`src/rtl/branch_ctrl.sv`:
```
// branch_ctrl: resolves branches in execute, redirects the PC, flushes younger slots.
// Optional macro BRANCH_CTRL_FLAG_BYPASS_EN: same-edge flag write feeds evaluation.
module branch_ctrl #(
  parameter int         PC_W         = 32,
  parameter int         FLUSH_CYCLES = 2,
  parameter logic [1:0] EQ           = 2'd0,
  parameter logic [1:0] GT           = 2'd1,
  parameter logic [1:0] AL           = 2'd2,
  parameter logic [1:0] NE           = 2'd3
) (
  input  logic            clk_i,
  input  logic            rst_i,
  input  logic            br_valid_i,
  input  logic [1:0]      br_cond_i,
  input  logic [PC_W-1:0] br_target_i,
  input  logic            flags_we_i,
  input  logic            alu_zero_i,
  input  logic            alu_gt_i,
  input  logic            stall_i,
  output logic            br_ready_o,
  output logic            pc_sel_o,
  output logic [PC_W-1:0] pc_target_o,
  output logic            flush_o,
  output logic [1:0]      flags_o,
  output logic [15:0]     taken_cnt_o
);

  typedef enum logic [1:0] {
    IDLE,
    REDIRECT,
    FLUSH
  } state_t;

  state_t     state_q, state_d;
  logic [3:0] cnt_q, cnt_d;
  logic       accept;
  logic       flag_wr;
  logic       taken;
  logic [1:0] eval_flags;

  assign br_ready_o = (state_q == IDLE) & ~stall_i;
  assign pc_sel_o   = (state_q == REDIRECT);
  assign flush_o    = (state_q != IDLE);
  assign accept     = br_valid_i & br_ready_o;
  assign flag_wr    = flags_we_i & ~flush_o;

`ifdef BRANCH_CTRL_FLAG_BYPASS_EN
  assign eval_flags = flag_wr ? {alu_gt_i, alu_zero_i} : flags_o;
`else
  assign eval_flags = flags_o;
`endif

  // eval_flags = {gt, zero}
  always_comb begin
    taken = 1'b0;
    unique case (1'b1)
      (br_cond_i == EQ): taken = eval_flags[0];
      (br_cond_i == GT): taken = eval_flags[1];
      (br_cond_i == AL): taken = 1'b1;
      (br_cond_i == NE): taken = ~eval_flags[0];
      default:           taken = 1'b0;
    endcase
  end

  always_comb begin
    state_d = state_q;
    cnt_d   = cnt_q;
    unique case (state_q)
      IDLE: begin
        if (accept && taken) state_d = REDIRECT;
      end
      REDIRECT: begin
        if (!stall_i) begin
          state_d = FLUSH;
          cnt_d   = 4'(FLUSH_CYCLES);
        end
      end
      FLUSH: begin
        if (!stall_i) begin
          if (cnt_q == 4'd1) begin
            state_d = IDLE;
            cnt_d   = 4'd0;
          end else begin
            cnt_d = cnt_q - 4'd1;
          end
        end
      end
      default: begin
        state_d = IDLE;
        cnt_d   = 4'd0;
      end
    endcase
  end

  always_ff @(posedge clk_i) begin
    if (rst_i) begin
      state_q     <= IDLE;
      cnt_q       <= 4'd0;
      flags_o     <= 2'b00;
      pc_target_o <= '0;
      taken_cnt_o <= 16'd0;
    end else begin
      state_q <= state_d;
      cnt_q   <= cnt_d;
      if (flag_wr) flags_o <= {alu_gt_i, alu_zero_i};
      if (accept && taken) begin
        pc_target_o <= br_target_i;
        taken_cnt_o <= (taken_cnt_o == 16'hFFFF) ?
                       taken_cnt_o : taken_cnt_o + 16'd1;
      end
    end
  end

endmodule
```
`config.mk`:
```
export PLATFORM = sky130hd
export DESIGN_NAME = branch_ctrl
export DESIGN_NICKNAME = d
export VERILOG_FILES = /design/src/rtl/branch_ctrl.sv
export SDC_FILE = /design/constraint.sdc
export NUM_CORES = 1
export LEC_CHECK = 0
export CAP_MARGIN = 20
export CELL_PAD_IN_SITES_DETAIL_PLACEMENT = 1
export CELL_PAD_IN_SITES_GLOBAL_PLACEMENT = 1
export CORE_AREA = 2 2 96 98
export DETAILED_ROUTE_END_ITERATION = 12
export DIE_AREA = 0 0 98 100
export PLACE_DENSITY = 0.77
export SKIP_CTS_REPAIR_TIMING = 1
export SLEW_MARGIN = 15
export SYNTH_ARGS = -nofsm -noshare
export SYNTH_HDL_FRONTEND = slang
export SYNTH_SLANG_ARGS = --single-unit
```
`constraint.sdc`:
```
create_clock -name clk_i -period 2.4 [get_ports clk_i]
set_input_delay 0.24 -clock clk_i [delete_from_list [all_inputs] [get_ports clk_i]]
set_output_delay 0.24 -clock clk_i [all_outputs]
set_load 0.01 [all_outputs]
```
==> out/metrics.cfg <==
[placed_design]
place_ws_ps=32.6
dp_hpwl_um=5400
gp_congestion=0.784
place_inst=476
io_buffers=93

[synth]
synth_top_family_by_area=simple AND/OR/NAND/NOR gates
yosysWarnings=0
yosysTopAreaCellShare_pct=43.9
synthesis.area_um2=2550
syn-instance-count=282
synth-async-reset-ratio_pct=0
avgSynthCellArea_um2=9.06
ys_types=39
synth_nets=330
synth_compound_area_share_pct=12.8
ys_ff_latch=56
synth_fa_ha_area_share_pct=3.43
seq_area_frac_synth_pct=43.9
ys.flop_type=dfxtp_1
yosys-top-cells-area=dfxtp_1 44%, mux2i_1 13%, nor2_1 6.0%, a21oi_1 3.5%, ha_1 3.4%
muxShareOfSynthArea_pct=14.2
synth-xor-area-share_pct=0
synth.largest_area_cell=dfxtp_1
synth_edf_count=0
synth_simple_gate_area_share_pct=20.8

[global_routing]
grt_max_degree=34
grt_pass1_wl_um=11900
antenna_found_initial=0
grt_use_total_pct=14.6
grt_pass1_vias=2456
grt_overflow=0

[timing]
layout_worst_path_cycle_share_pct=92.2
fmax_ghz=0.452
hold_viol=0
layout_min_cycle_time_ps=2210
drv_slew=0
tns_ps=0
finalSetupViolations=0
finClkSkew_ps=5.14
rsz0062_at_grt=no
max_slew_margin_pct=63.7
fin_ws_ps=187
tightest_slew_ps=538

[drt]
highest_layer=met4
firstDrtPassIters=4
ant_nets=0
wl_met3_um=348
met2WireLength_um=3660
m1WireLength_um=3060
drc=0
vias=2386
drt-initial-drc-count=63
wl_um=7120
routedWlPerCell_um=14.7
viasPerCell=4.93

[die]
core-area_um2=8890
dieArea_um2=9800
rows=35
die_w_um=98
fp.dieH_um=100
ios=94
initial_core_util_pct=28.7

[finish]
area_delta_synth_final_pct=44.8
final_util_pct=41.6
n_fill_cell=1044
stdcell_count=484
fin_nets=420
drive_gt1_share_pct=4.83
n_antenna_cell=0

[outcome]
status=finished clean

[power_and_ir_drop]
power_mw=2.23
powerDensity_nw_per_um2=604
power.leakage_nw=1.26
max-vdd-ir-drop_v=0.000304

[run]
cap_violations=0

[worst_setup_path]
reg2reg_slack_ps=190
start_kind=flop
worst_path_max_delay_cell=or4_1
cp.arrival_ps=2460
end_kind=flop
cpPeakStageDelay_ps=510
crit_chain=inv_1 > ha_1 > o2111ai_1 > and2_1 > buf_12 > or4_1 > a21oi_1
crit_fanout=21
required_ps=2650
critPathKind=reg -> reg

[cts]
clock_latency_ps=310
clk_pin_slew_ps=110
clock-sinks=56
cts_made_buffers=5
clock_path_buffers=2
cts_tree=yes
htreeDepth=2
root_buffer=clkbuf_8

[worst_hold_path]
hold_path_class=in -> reg

-- routing by layer --
metal	global-route usage, %	vias up
li1	-	1179
met5	0	-
met4	3.21	0
met1	17.2	1146
met2	26.8	56
met3	3.83	5
-- synthesized netlist by cell type, types with 4 or more instances --
cell and n:
a21oi_1 18, and2_1 4, buf_2 4, clkbuf_1 8
dfxtp_1 56, ha_1 7, inv_1 11, mux2i_1 34
nand2_1 16, nand3_1 6, nand4_1 6, nor2_1 41
nor2b_1 5, nor3_1 4, o21ai_0 7, o31ai_1 9
or4_1 8
-- worst max-delay path: cells and delay by family, from the launching register on --
family / cells / cell delay [ps]
AOI/OAI and AO/OA: 2 / 410
DFF: 1 / 330
adders and majority gates: 1 / 290
buffers and inverters: 2 / 310
and+or+nand+nor: 2 / 790
-- area by class of cell --
| class | count | area [um^2] | area share (%) |
|---|---|---|---|
| Inverter | 11 | 41.3 | 1.12 |
| Multi-Input combinational cell | 199 | 1310 | 35.4 |
| Tap cell | 111 | 139 | 3.75 |
| Clock buffer | 5 | 68.8 | 1.86 |
| Clock inverter | 3 | 22.5 | 0.609 |
| Timing Repair Buffer | 99 | 996 | 26.9 |
| Sequential cell | 56 | 1120 | 30.3 |
-- report_power, final --
group / switching, mW / total (mW) / internal (mW)
Clock: 0.332 / 0.542 / 0.210
Sequential: 0.0420 / 1.04 / 0.996
Combinational: 0.317 / 0.653 / 0.336
Total: 0.691 / 2.23 / 1.54
-- stage by stage --
stage,cell area [um^2],hold WS (ps)
2_1_floorplan,2550,387
3_3_place_gp,3610,462
3_5_place_dp,3610,474
4_1_cts,3700,246
5_1_grt,3700,254
6_report,3700,250
-- final timing paths --
kind                           start                            to  cells past startpoint
min reg2reg    cnt_q[1]$_SDFFE_PP0P_         cnt_q[1]$_SDFFE_PP0P_                      2
max          state_q[0]$_SDFFE_PP0P_  taken_cnt_o[12]$_SDFFE_PP0P_                      7
min                            rst_i  taken_cnt_o[13]$_SDFFE_PP0P_                      2
max reg2reg  state_q[0]$_SDFFE_PP0P_  taken_cnt_o[12]$_SDFFE_PP0P_                      7
-- cell families (layout without fill, tap and decap cells) --
logic type	Yosys count	in the layout
mux	36	36
fa+ha+maj	7	7
buf+inv	27	118
flops	56	56
compound gates	50	50
simple gates	106	106
-- flip-flops by register name (all words and copies together) (netlist names) --
register	cells
flags_o	2
cnt_q	4
pc_target_o	32
taken_cnt_o	16
state_q	2
-- cell usage in the layout, fill, tap and decap left out, types with 2 or more instances in the layout --
cell type / n
o2111ai_1: 2
nor4_1: 2
ha_1: 7
clkdlybuf4s50_1: 92
nand3_1: 6
nor3b_1: 3
and2_1: 4
o21a_1: 2
nand2_1: 15
buf_12: 2
and4_1: 2
nand4_1: 6
o211ai_1: 2
mux2i_1: 34
or3_1: 3
a32oi_1: 2
dfxtp_1: 56
o21ai_0: 7
or4_1: 8
mux2_2: 2
inv_1: 11
o31ai_1: 9
nor3_1: 4
nor2_1: 41
a21oi_1: 18
o31a_1: 3
clkbuf_8: 5
nand3b_1: 3
buf_4: 4
nor2b_1: 5
Power figures use the tool's default switching activity.
